## config.mk

```make
export PLATFORM = sky130hd
export DESIGN_NAME = rr_prio_arbiter
export DESIGN_NICKNAME = d
export VERILOG_FILES = /design/src/rtl/rr_prio_arbiter_lzc.sv /design/src/rtl/rr_prio_arbiter.sv
export SDC_FILE = /design/constraint.sdc
export NUM_CORES = 1
export LEC_CHECK = 0
export CAP_MARGIN = 40
export CORE_AREA = 2 2 67 69
export DETAILED_ROUTE_END_ITERATION = 8
export DIE_AREA = 0 0 69 71
export DONT_BUFFER_PORTS = 1
export GPL_TIMING_DRIVEN = 1
export SYNTH_ARGS = -nofsm -noshare
export SYNTH_HDL_FRONTEND = slang
export SYNTH_SLANG_ARGS = --single-unit
```

## constraint.sdc

```tcl
create_clock -name clk_i -period 5.3 [get_ports clk_i]
set_clock_uncertainty 0.1 [all_clocks]
set_input_delay 0.795 -clock clk_i [delete_from_list [all_inputs] [get_ports clk_i]]
set_output_delay 0.795 -clock clk_i [all_outputs]
set_load 0.01 [all_outputs]
```

## src/rtl/rr_prio_arbiter_lzc.sv

```systemverilog
`default_nettype none
// ============================================================================
// Module   : rr_prio_arbiter_lzc
// Brief    : Trailing-zero counter; returns the lowest set bit index and an
//            empty flag when no bit is set.
// Revision : 1.0 - initial release
// ============================================================================
module rr_prio_arbiter_lzc #(
    parameter int unsigned WIDTH     = 4,
    parameter int unsigned CNT_WIDTH = (WIDTH > 1) ? $clog2(WIDTH) : 1
) (
    input  logic [WIDTH-1:0]     in_i,
    output logic [CNT_WIDTH-1:0] cnt_o,
    output logic                 empty_o
);

    // Descending scan so the lowest set index is the last one written.
    always_comb begin
        cnt_o = '0;
        for (int i = WIDTH - 1; i >= 0; i--) begin
            if (in_i[i]) begin
                cnt_o = CNT_WIDTH'(i);
            end
        end
    end

    assign empty_o = ~|in_i;

endmodule
`default_nettype wire

```

## src/rtl/rr_prio_arbiter.sv

```systemverilog
`default_nettype none
// ============================================================================
// Module   : rr_prio_arbiter
// Brief    : N-way valid/ready arbiter, runtime fixed-priority or round-robin,
//            with optional decision lock-in until the handshake completes.
// Revision : 1.0 - initial release
// ============================================================================
module rr_prio_arbiter #(
    parameter int unsigned NumIn     = 4,
    parameter int unsigned DataWidth = 32,
    parameter bit          LockIn    = 1'b1,
    parameter int unsigned IdxWidth  = (NumIn > 1) ? $clog2(NumIn) : 1
) (
    input  logic                             clk_i,
    input  logic                             rst_ni,
    input  logic                             flush_i,
    input  logic                             rr_mode_i,
    input  logic [NumIn-1:0]                 req_i,
    input  logic [NumIn-1:0][DataWidth-1:0]  data_i,
    output logic [NumIn-1:0]                 gnt_o,
    output logic                             valid_o,
    input  logic                             ready_i,
    output logic [DataWidth-1:0]             data_o,
    output logic [IdxWidth-1:0]              idx_o
);

    typedef logic [IdxWidth-1:0] idx_t;
    typedef enum logic [0:0] {
        IDLE   = 1'b0,
        LOCKED = 1'b1
    } lock_state_e;

    idx_t             rr_ptr_q;
    logic [NumIn-1:0] w_mask;
    logic [NumIn-1:0] w_req_masked;
    idx_t             w_cnt_all;
    idx_t             w_cnt_masked;
    logic             w_empty_all;
    logic             w_empty_masked;
    idx_t             w_sel_idx;
    logic             w_locked;
    idx_t             w_lock_idx;
    logic             w_handshake;

    // Ports at or above the round-robin pointer are eligible first.
    for (genvar i = 0; i < NumIn; i++) begin : g_mask
        assign w_mask[i] = ({1'b0, rr_ptr_q} <= (IdxWidth + 1)'(i));
    end
    assign w_req_masked = req_i & w_mask;

    rr_prio_arbiter_lzc #(
        .WIDTH     (NumIn),
        .CNT_WIDTH (IdxWidth)
    ) u_lzc_all (
        .in_i    (req_i),
        .cnt_o   (w_cnt_all),
        .empty_o (w_empty_all)
    );

    rr_prio_arbiter_lzc #(
        .WIDTH     (NumIn),
        .CNT_WIDTH (IdxWidth)
    ) u_lzc_masked (
        .in_i    (w_req_masked),
        .cnt_o   (w_cnt_masked),
        .empty_o (w_empty_masked)
    );

    assign w_sel_idx   = (rr_mode_i && !w_empty_masked) ? w_cnt_masked : w_cnt_all;
    assign idx_o       = w_locked ? w_lock_idx : w_sel_idx;
    assign valid_o     = w_locked | ~w_empty_all;
    assign data_o      = data_i[idx_o];
    assign w_handshake = valid_o & ready_i;

    always_comb begin
        gnt_o = '0;
        if (w_handshake) begin
            gnt_o[idx_o] = 1'b1;
        end
    end

    if (NumIn > 1) begin : g_rr_ptr
        idx_t                rr_ptr_d;
        logic [IdxWidth:0]   w_ptr_inc;

        // Widened add so a non-power-of-two NumIn wraps correctly.
        assign w_ptr_inc = {1'b0, idx_o} + (IdxWidth + 1)'(1);

        always_comb begin
            rr_ptr_d = rr_ptr_q;
            if (flush_i) begin
                rr_ptr_d = '0;
            end else if (w_handshake && rr_mode_i) begin
                rr_ptr_d = (w_ptr_inc >= (IdxWidth + 1)'(NumIn)) ? '0 : w_ptr_inc[IdxWidth-1:0];
            end
        end

        always_ff @(posedge clk_i or negedge rst_ni) begin
            if (!rst_ni) begin
                rr_ptr_q <= '0;
            end else begin
                rr_ptr_q <= rr_ptr_d;
            end
        end
    end else begin : g_rr_ptr_const
        assign rr_ptr_q = '0;
    end

    if (LockIn) begin : g_lock
        lock_state_e state_q, state_d;
        idx_t        idx_q, idx_d;

        always_comb begin
            state_d = state_q;
            idx_d   = idx_q;
            case (state_q)
                IDLE: begin
                    if (valid_o && !ready_i && !flush_i) begin
                        state_d = LOCKED;
                        idx_d   = idx_o;
                    end
                end
                LOCKED: begin
                    if (w_handshake || flush_i) begin
                        state_d = IDLE;
                    end
                end
                default: state_d = IDLE;
            endcase
        end

        always_ff @(posedge clk_i or negedge rst_ni) begin
            if (!rst_ni) begin
                state_q <= IDLE;
                idx_q   <= '0;
            end else begin
                state_q <= state_d;
                idx_q   <= idx_d;
            end
        end

        assign w_locked   = (state_q == LOCKED);
        assign w_lock_idx = idx_q;

`ifndef SYNTHESIS
        // A locked requestor must hold its request and payload until granted.
        a_lock_req_held : assert property (@(posedge clk_i) disable iff (!rst_ni)
            w_locked |-> req_i[idx_q]);
        a_lock_data_stable : assert property (@(posedge clk_i) disable iff (!rst_ni)
            (w_locked && $past(w_locked)) |-> (data_i[idx_q] == $past(data_i[idx_q])));
`endif
    end else begin : g_no_lock
        assign w_locked   = 1'b0;
        assign w_lock_idx = '0;
    end

endmodule
`default_nettype wire

```

== Word-level counts from Yosys, hierarchy flattened ==
Index checks and enable logic that the tools add are counted.

* Magnitude comparators: 6
* Reduce and logical (&&, ||, !) cells: 12
* Bitwise operators: 4
* Muxes and demuxes: 21
* Add/sub/neg operators: 1

{| class="wikitable"
|+ Operators with widths
! operator !! count
|-
| 32-bit binary-select mux with 2-bit select || 1
|-
| 32-bit 2-to-1 mux || 1
|-
| 2-bit 2-to-1 mux || 13
|-
| 4-bit OR reduction || 2
|-
| 1-bit logical AND || 5
|-
| 4-bit AND || 1
|-
| 2-bit by 1-bit less-or-equal comparator with 1-bit output, second input constant || 2
|-
| 4-bit 2-to-1 mux || 1
|-
| 2-bit by 1-bit adder with 3-bit output, second input constant || 1
|-
| 3-bit greater-or-equal comparator, second input constant || 1
|-
| 2-bit by 3-bit < comparator with 1-bit output, second input constant || 1
|-
| 1-bit 2-to-1 mux || 3
|-
| 1-bit demux with 2-bit select || 1
|-
| 2-bit by 1-bit greater-or-equal comparator with 1-bit output, second input constant || 1
|-
| 2-bit less-or-equal comparator, second input constant || 1
|-
| 1-bit logical NOT || 2
|-
| 1-bit case mux with 2 select lines || 1
|-
| 2-bit AND reduction || 1
|-
| 2-bit nonzero test || 1
|-
| 1-bit AND || 1
|-
| 1-bit logical OR || 1
|-
| 1-bit NOT || 1
|-
| 1-bit OR || 1
|}

* Word-level logic and storage cells: 47
* Flip-flop bits (word level): 5
* Output and inout port bits: 39
* Input port bits: 137

== Depth between registers and ports, before layout ==
Gate-level depths: netlist (run 1).

* Depth in word-level cells: 13
* Depth in mapped cells: 10
* Gate-level depth less buffers: 9

== Hierarchy ==
A second synthesis (run 1) with hierarchy kept.

* Cell total of the unflattened synthesis: 235
* Area, all modules: 1407.6 um^2

{| class="wikitable"
|+ Modules (own cells, without submodules)
! module !! instances !! area an instance (um^2) !! sequential area each (um^2) !! cells an instance
|-
| rr_prio_arbiter || 1 || 1335.0 || 125.1 || 223
|-
| rr_prio_arbiter_lzc || 2 || 36.3 || 0.0 || 6
|}

== Least setup slack after synthesis (run 1) ==
Ideal clock, no wire load.

* Path kind: input to output
* Start: input port req_i[0]
* End: output port gnt_o[1]
* Path buffers: 1
* Data arrival time: 2.287 ns
* Data required time: 4.405 ns
* Setup slack: 2.118 ns
* Cell stages on the path: 8
* Path through: nor2b_1 o211ai_1 a2111oi_4 o31ai_4 buf_2 inv_1 ha_1 and2_1

* Longest elaborated chain between the ends: 10
* Elaborated cells on any way between the ends: 16
* Those cells by class: order compare: 2; mux: 7; bitwise: 3; reduce/logical: 4

{| class="wikitable"
|+ RTL lines
! item !! RTL line !! source
|-
| start: declaration || rr_prio_arbiter.sv:18 || <nowiki>input logic [NumIn-1:0] req_i,</nowiki>
|-
| 4-bit AND || rr_prio_arbiter.sv:49 || <nowiki>assign w_req_masked = req_i & w_mask;</nowiki>
|-
| 4-bit OR reduction || rr_prio_arbiter_lzc.sv:27 || <nowiki>assign empty_o = ~|in_i;</nowiki>
|-
| 1-bit logical AND || rr_prio_arbiter.sv:69 || <nowiki>assign w_sel_idx = (rr_mode_i && !w_empty_masked) ? w_cnt_masked : w_cnt_all;</nowiki>
|-
| 2-bit 2-to-1 mux || rr_prio_arbiter.sv:69 ||
|-
| 2-bit 2-to-1 mux || rr_prio_arbiter.sv:70 || <nowiki>assign idx_o = w_locked ? w_lock_idx : w_sel_idx;</nowiki>
|-
| 2-bit by 3-bit < comparator with 1-bit output (implied by the code) or 2-bit by 1-bit greater-or-equal comparator with 1-bit output (tied branches) || rr_prio_arbiter.sv:78 || <nowiki>gnt_o[idx_o] = 1'b1;</nowiki>
|-
| 1-bit logical AND (implied by the code) || rr_prio_arbiter.sv:78 ||
|-
| 1-bit 2-to-1 mux (implied by the code) || rr_prio_arbiter.sv:78 ||
|-
| 1-bit demux with 2-bit select || rr_prio_arbiter.sv:78 ||
|-
| 4-bit 2-to-1 mux * || rr_prio_arbiter.sv:77 || <nowiki>if (w_handshake) begin</nowiki>
|-
| end: declaration || rr_prio_arbiter.sv:20 || <nowiki>output logic [NumIn-1:0] gnt_o,</nowiki>
|}

Every way passes the cells marked *; elsewhere a longest branch is shown, timed or not.

== Worst setup path in the final report (run 1) ==
* Start: input port req_i[0]
* End: output port data_o[30]

* Longest elaborated chain between the ends: 7
* Elaborated cells on any way between the ends: 9
* Those cells by class: mux: 6; bitwise: 1; reduce/logical: 2

{| class="wikitable"
|+ RTL lines
! item !! RTL line !! source
|-
| 4-bit AND || rr_prio_arbiter.sv:49 ||
|-
| 4-bit OR reduction || rr_prio_arbiter_lzc.sv:27 ||
|-
| 1-bit logical AND || rr_prio_arbiter.sv:69 ||
|-
| 2-bit 2-to-1 mux * || rr_prio_arbiter.sv:69 ||
|-
| 2-bit 2-to-1 mux * || rr_prio_arbiter.sv:70 ||
|-
| 32-bit binary-select mux with 2-bit select * || rr_prio_arbiter.sv:72 || <nowiki>assign data_o = data_i[idx_o];</nowiki>
|-
| 32-bit 2-to-1 mux (implied by the code) * || rr_prio_arbiter.sv:72 ||
|-
| end: declaration || rr_prio_arbiter.sv:23 || <nowiki>output logic [DataWidth-1:0] data_o,</nowiki>
|}

Every way passes the cells marked *; elsewhere a longest branch is shown, timed or not. The select of a mux whose other input is x is not followed.

==> results.cfg, run 1 <==
[run_status]
status = completed

[setup_path]
path_class = primary input to primary output
startpoint = req_i[0]
worstRegToRegCells = 8
worst-path-max-fanout = 44
r2r-start = rr_ptr_q[1]$_DFFE_PN0P_
cp_data_required_time_ns = 4.41
startpoint_type = primary input
worstSetupEndpointType = primary output
worst-r2r-setup-slack_ns = 2.57
r2r-end = rr_ptr_q[1]$_DFFE_PN0P_
cp_data_arrival_time_ns = 2.71

[die]
coreArea_um2 = 4200
die_area_um2 = 4900
core.rowCount = 24
ios = 176
die_height_um = 71
start_util = 0.364
die_w_um = 69

[sta]
slew-limit-headroom = 0.515
fin_ws_ns = 1.70
rsz0062_at_grt = false
worst_slew_pin_slew_ns = 0.721
slew_violations = 0
hold_violations = 0
fin_tns_setup_ns = 0
fin_crit_sh = 0.679
finalSetupViolations = 0
fin_crit_ns = 3.60
max_freq_ghz = 0.278

[place]
detailedPlace.worstSlack_ns = 1.65
dp_cells = 212
portBuffers = 0
gp_congestion = 0.872
dpl.hpwl_um = 3630

[power_and_ir_drop]
ir_drop_uv = 80.0
leakagePower_nw = 0.839
power_mw = 0.369
power_density_nw_per_um2 = 228

[grt]
antenna_found_initial = 0
grt_pass1_vias = 1178
grt_pass1_wl_um = 5910
gr-usage-all-layers = 0.146
globalRoute.totalOverflow = 0
grt_max_degree = 45

[synth]
yosysWarnings = 0
ys_seq_elements = 5
synth_edf_count = 0
seq_area_frac_synth = 0.0817
ys_types = 29
syn_inst = 167
syn-cell-area_um2 = 1530
async_reset_ff_frac = 1.00
avgSynthCellArea_um2 = 9.17
synthesis.nets = 308
synth_ff_type = dfrtp_1

[cts]
cts_tree = done
clock-sinks = 5
insertion_delay_ns = 0.21
clockRootBuffer = clkbuf_8
cts-resized-gates = 0
cts_setup_buffers = 0
htreeDepth = 1
clockBufferDepth = 2
clkSlewWorstSetupHoldPaths_ns = 0.03
hold_buffers = 0
cts_buffers = 3

[worst_hold_path]
hp-class = primary input to async pin

[route]
dr.pass1.iters = 4
wire_per_inst_um = 19.4
ant_nets = 0
wirelength_um = 4200
via_per_inst = 5.85
vias = 1264
drcViolationCount = 0
drt_iter0_drc = 51

[cells_and_area]
fin_nets = 306
area_growth_syn_to_layout_pct = 5.47
final_common_cell = mux2i_1
fillerInstances = 423
drive_above_1_share = 0.0732
layout_common_cells = 96 x mux2i_1, 8 x inv_1, 6 x a21oi_1, 5 x dfrtp_1
layout.cells.non_filler = 216
diodes = 0

[job]
cap_violations = 0
[worst max-delay path: stages]
cell       delay [ns]
nor2b_1          0.11
o211ai_1         0.27
a2111oi_4        0.14
o31ai_4          0.24
buf_4            0.58
mux2i_1          0.16
mux2i_1          0.38
[synth_stat cells (all sizes together), types with 2 or more instances]
library cell  number  area, um^2
and2               4        25.0
inv                9        33.8
nand2              5        21.3
and3               3        18.8
nand2b             4        25.0
nor4               2        12.5
a21oi              6        30.0
buf                9        65.1
nor2               4        15.0
o21ai              4        20.0
a21boi             2        15.0
mux2i             96         961
ha                 4        50.1
dfrtp              5         125
[worst max path at each step]
stage	endpoint	slack (ns)
after detailed placement	data_o[30]	1.65
after CTS	data_o[30]	1.65
after global placement	data_o[30]	1.69
final	data_o[30]	1.70
after global routing	data_o[31]	1.55
after floorplan	gnt_o[1]	2.12
[state kept, by name, summed over array words and instances, names as in the netlist]
name            count
g_lock.idx_q        2
rr_ptr_q            2
g_lock.state_q      1
[through the flow]
| step | area (um^2) | hold slack (ns) | utilization |
|---|---|---|---|
| after floorplan | 1530 | 0.381 | - |
| after global placement | 1540 | 0.390 | 0.367 |
| after detailed placement | 1570 | 0.400 | 0.374 |
| after CTS | 1620 | 0.170 | 0.384 |
| after global routing | 1620 | 0.165 | 0.384 |
| final | 1620 | 0.176 | 0.384 |
[power by group]
| group | internal [mW] | switching (mW) |
|---|---|---|
| logic | 0.109 | 0.145 |
| registers | 0.0433 | 0.00379 |
| clock network | 0.0515 | 0.0167 |
| total | 0.203 | 0.165 |
[layer usage]
layer	wire [um]	up-vias	global-route usage
met1	1550	575	0.173
met3	310	0	0.0328
met2	2340	74	0.281
met4	0	0	0.00654
met5	0	-	0
li1	-	615	-
[cell families (layout without fill, tap and decap cells)]
| family | Yosys count | after routing | synth area share |
|---|---|---|---|
| multiplexers | 97 | 97 | 0.635 |
| AND/OR/NAND/NOR | 24 | 24 | 0.0841 |
| buffers and inverters | 19 | 16 | 0.0670 |
| flip-flops | 5 | 5 | 0.0817 |
| AO/OA/AOI/OAI | 18 | 18 | 0.0997 |
| adder cells (fa/ha/maj) | 4 | 4 | 0.0327 |
[final cells by class]
type / instances / area [um^2] / share of cell area
clock buffers: 4 / 45.0 / 0.0279
flip-flops and latches: 5 / 125 / 0.0775
repair buffers: 3 / 42.5 / 0.0263
inverters: 9 / 33.8 / 0.0209
well taps: 52 / 65.1 / 0.0403
multi-input cells: 143 / 1300 / 0.807
Note: power is estimated with default switching activity, not from simulation.
==> run 2: changes to the inputs <==
clock period = 3.78 ns   (was 5.3 ns; I/O delays follow)
==> results.cfg, run 2 (synthesized netlist as in run 1, its figures left out) <==
[grt]
grt_pass1_wl_um = 5820
globalRoute.totalOverflow = 0
antenna_found_initial = 0
grt_pass1_vias = 1148
gr-usage-all-layers = 0.146
grt_max_degree = 45

[cts]
htreeDepth = 1
insertion_delay_ns = 0.22
clockRootBuffer = clkbuf_8
clock-sinks = 5
cts_tree = done
clkSlewWorstSetupHoldPaths_ns = 0.04
cts-resized-gates = 0
clockBufferDepth = 2
cts_buffers = 3

[cells_and_area]
fillerInstances = 444
drive_above_1_share = 0.0843
final_common_cell = mux2i_1
diodes = 0
area_growth_syn_to_layout_pct = 6.21
fin_util = 0.387
fin_nets = 308
reg_top3 = g_lock.idx_q x2, rr_ptr_q x2, g_lock.state_q x1
layout_common_cells = 96 x mux2i_1, 8 x inv_1, 6 x a21oi_1, 5 x dfrtp_1

[worst_hold_path]
whs_path_depth = 1
min_to = rr_ptr_q[1]$_DFFE_PN0P_
worstHoldStart = flush_i
hp-class = primary input to flip-flop

[route]
wl_met2_um = 2250
wirelength_um = 4180
wl_met1_um = 1600
dr.pass1.iters = 4
drcViolationCount = 0
vias = 1293
met3WireLength_um = 290
drt_iter0_drc = 29
highest_layer = met4
ant_nets = 0
via_per_inst = 5.93
wire_per_inst_um = 19.2

[power_and_ir_drop]
power_density_nw_per_um2 = 320
ir_drop_uv = 106
leakagePower_nw = 0.849
cell_internal_pwr_mw = 0.284
p_sw_mw = 0.236
power_mw = 0.520
clockPowerShare = 0.192
seqPwrFrac = 0.126
p_sw_frac = 0.454
combPwrFrac = 0.682

[die]
ios = 176
die_w_um = 69
die_area_um2 = 4900
coreArea_um2 = 4200
core.rowCount = 24
die_height_um = 71
start_util = 0.364

[setup_path]
worst-r2r-setup-slack_ns = 1.40
path_class = flip-flop to primary output
worstSetupEndpointType = primary output
startpoint_type = flip-flop
critPathSlowestCell = dfrtp_1
crit_chain = nand2b_1 > a2bb2oi_2 > and3_1 > o31ai_4 > buf_4 > mux2i_1 > mux2i_1
worstRegToRegCells = 8
crit_top_cell = mux2i_1
cp_data_arrival_time_ns = 2.30
r2r-start = rr_ptr_q[1]$_DFFE_PN0P_
max_stage_delay_ns = 0.42
cp_data_required_time_ns = 3.11
worst-path-max-fanout = 25
r2r-end = rr_ptr_q[1]$_DFFE_PN0P_

[run_status]
status = completed

[place]
gp_congestion = 0.822
dpl.hpwl_um = 3570
portBuffers = 0

[sta]
fin_crit_sh = 0.786
worst_slew_pin_slew_ns = 0.694
fin_crit_ns = 2.97
finalSetupViolations = 0
hold_violations = 0
slew-limit-headroom = 0.533
max_freq_ghz = 0.337
slew_violations = 0
fin_tns_setup_ns = 0
rsz0062_at_grt = false

[job]
cap_violations = 0
run 2: cell types whose count changed in the layout (fill, tap and decap cells not counted), sizes merged:
cell,change
clkinv,+1
clkbuf,-1
buf,+1
dlygate4sd3,+1
run 2: power by group through the flow:
stage | combinational (mW) | clock [mW] | sequential (mW)
floorplan | 0.318 | 0 | 0.0649
global placement | 0.356 | 0 | 0.0659
detailed placement | 0.360 | 0 | 0.0660
CTS | 0.362 | 0.102 | 0.0654
global route | 0.384 | 0.108 | 0.0659
finish | 0.355 | 0.0998 | 0.0654
run 2: worst max-delay path by stage:
stage	endpoint	from	cells past startpoint	slack [ns]
6_report	data_o[16]	rr_ptr_q[1]$_DFFE_PN0P_	7	0.81
5_1_grt	data_o[17]	rr_ptr_q[1]$_DFFE_PN0P_	7	0.65
4_1_cts	data_o[30]	rr_ptr_q[1]$_DFFE_PN0P_	7	0.78
3_5_place_dp	data_o[30]	req_i[0]	7	0.87
3_3_place_gp	data_o[30]	req_i[0]	7	0.89
2_1_floorplan	gnt_o[1]	req_i[0]	8	1.05
run 2: worst max-delay path: cells and delay by family, from the launching register on:
family	cells	cell delay, ns
flip-flops	1	0.42
multiplexers	2	0.41
AND/OR/NAND/NOR	2	0.39
AO/OA/AOI/OAI	2	0.41
buffers and inverters	1	0.42
run 2: layout make-up:
class	instances	area, um^2	share of cell area
Clock buffer	3	41.3	0.0254
Clock inverter	1	5.00	0.00308
Inverter	9	33.8	0.0208
Multi-Input combinational cell	143	1300	0.802
Sequential cell	5	125	0.0769
Tap cell	52	65.1	0.0400
Timing Repair Buffer	5	52.6	0.0323
run 2: layer usage:
metal / GRT usage / vias to the layer above
li1: - / 617
met1: 0.180 / 593
met2: 0.266 / 79
met3: 0.0328 / 4
met4: 0.0196 / 0
met5: 0 / -
run 2: stage by stage:
stage	instances	hold WS (ns)	setup slack, ns	cell area [um^2]
3_3_place_gp	213	0.172	0.893	1570
5_1_grt	218	0.302	0.654	1630
6_report	218	0.306	0.810	1630
2_1_floorplan	167	0.171	1.05	1530
3_5_place_dp	213	0.172	0.873	1570
4_1_cts	218	0.304	0.778	1630
run 2: what timing repair did:
action,CTS,global route
setup buffers,0,0
endpoints found under the hold margin,5,0
hold buffers,1,0
==> run 3: changes to the inputs <==
clock period = 2.54 ns   (was 3.78 ns; I/O delays follow)
==> results.cfg, run 3 (synthesized netlist as in run 1, its figures left out) <==
[route]
drcViolationCount = 0
drt_iter0_drc = 75
dr.pass1.iters = 4
via_per_inst = 5.89
ant_nets = 0
wirelength_um = 4640
vias = 1401
wire_per_inst_um = 19.5

[run_status]
status = finished, violations left
violations = setup timing

[sta]
slew-limit-headroom = 0.429
fin_crit_sh = 1.08
worst_slew_pin_slew_ns = 0.849
fin_ws_ns = -0.204
finalSetupViolations = 36
slew_violations = 0
fin_crit_ns = 2.74
rsz0062_at_grt = true
hold_violations = 0
max_freq_ghz = 0.364

[cts]
clockRootBuffer = clkbuf_8
htreeDepth = 1
clock-sinks = 5
insertion_delay_ns = 0.22
cts_buffers = 3
clkSlewWorstSetupHoldPaths_ns = 0.04
cts_tree = done
clockBufferDepth = 2

[setup_path]
worstSetupEndpointType = primary output
worst-path-max-fanout = 7
max_stage_delay_ns = 0.41
cp_data_required_time_ns = 2.06
crit_chain = nand2b_4 > a2bb2oi_2 > a2111oi_4 > o31ai_4 > buf_12 > clkbuf_16 > mux2i_1 > mux2i_1 > buf_4
path_buf_inv = 3
cp_data_arrival_time_ns = 2.26
crit_family = compound AO/OA/AOI/OAI gates
path_class = flip-flop to primary output
startpoint_type = flip-flop
crit_top_cell = mux2i_1
critPathSlowestCell = a2111oi_4

[cells_and_area]
diodes = 0
area_growth_syn_to_layout_pct = 29.4
drive_above_1_share = 0.258
fin_util = 0.471
reg_top3 = g_lock.idx_q x2, rr_ptr_q x2, g_lock.state_q x1
layout_common_cells = 89 x mux2i_1, 15 x buf_4, 8 x inv_1, 7 x mux2i_2, 6 x a21oi_1
final_common_cell = mux2i_1
fin_nets = 328
layout.cells.non_filler = 238

[die]
start_util = 0.364
coreArea_um2 = 4200
die_w_um = 69
die_area_um2 = 4900
die_height_um = 71
ios = 176
core.rowCount = 24

[place]
gp_congestion = 0.890
portBuffers = 0
dp_cells = 228
detailedPlace.worstSlack_ns = -0.0116
dpl.hpwl_um = 3650

[grt]
grt_max_degree = 24
gr-usage-all-layers = 0.162
grt_pass1_vias = 1314
antenna_found_initial = 0
grt_pass1_wl_um = 6500
globalRoute.totalOverflow = 0

[job]
cap_violations = 0

[power_and_ir_drop]
p_sw_frac = 0.403
cell_internal_pwr_mw = 0.580
power_density_nw_per_um2 = 490
combPwrFrac = 0.750
ir_drop_uv = 152
p_sw_mw = 0.392
leakagePower_nw = 0.993
clockPowerShare = 0.151
seqPwrFrac = 0.099

[worst_hold_path]
hp-class = primary input to flip-flop
-- run 3: changes by cell type in the layout (fill, tap and decap cells not counted), sizes merged --
cell    delta
buf       +17
clkbuf     +4
clkinv     -1
-- run 3: stage by stage --
step	instance area [um^2]	hold WS [ns]	total power [mW]	setup TNS, ns
after floorplan	1530	-0.0146	0.570	0
after global placement	1720	-0.0145	0.707	-0.00192
after detailed placement	1720	-0.0144	0.713	-0.0116
after CTS	1850	0.115	0.916	-4.16
after global routing	1980	0.117	1.04	-9.21
final	1980	0.122	0.971	-5.26
-- run 3: layer usage --
metal  routed length, um  up-vias  global-route usage
met4                  21        0              0.0218
met3                 297        2              0.0328
met5                   0        -                   0
met2                2590       73               0.304
li1                    -      661                   -
met1                1730      665               0.194
-- run 3: final timing paths --
kind	cells past startpoint	startpoint	to	slack, ns
setup / recovery	9	rr_ptr_q[1]$_DFFE_PN0P_	data_o[30]	-0.20
hold / removal	1	flush_i	rr_ptr_q[1]$_DFFE_PN0P_	0.12
setup reg to reg	9	rr_ptr_q[1]$_DFFE_PN0P_	rr_ptr_q[1]$_DFFE_PN0P_	0.23
hold reg to reg	1	g_lock.idx_q[1]$_DFFE_PN0P_	g_lock.idx_q[1]$_DFFE_PN0P_	0.41
max in group asynchronous	1	rst_ni	g_lock.idx_q[0]$_DFFE_PN0P_	1.77
min in group asynchronous	1	rst_ni	g_lock.idx_q[1]$_DFFE_PN0P_	0.36
-- run 3: what timing repair did --
item	4_1_cts	5_1_grt
endpoints found under the setup margin	36	36
buffers inserted	1	0
cloned	1	3
pin swaps	2	4
hold endpoints to repair	5	0
hold buffers	1	0
gates resized for setup	7	13
-- run 3: power groups by stage --
stage,Sequential (mW),Combinational [mW],Clock [mW]
6_report,0.0965,0.728,0.147
5_1_grt,0.0987,0.776,0.161
4_1_cts,0.0966,0.666,0.153
3_5_place_dp,0.0975,0.615,0
3_3_place_gp,0.0971,0.610,0
2_1_floorplan,0.0965,0.473,0
-- run 3: cell type report --
class / count / area (um^2)
Clock buffer: 4 / 45.0
Fill cell: 402 / 2220
Inverter: 9 / 36.3
Multi-Input combinational cell: 143 / 1370
Sequential cell: 5 / 125
Tap cell: 52 / 65.1
Timing Repair Buffer: 25 / 340
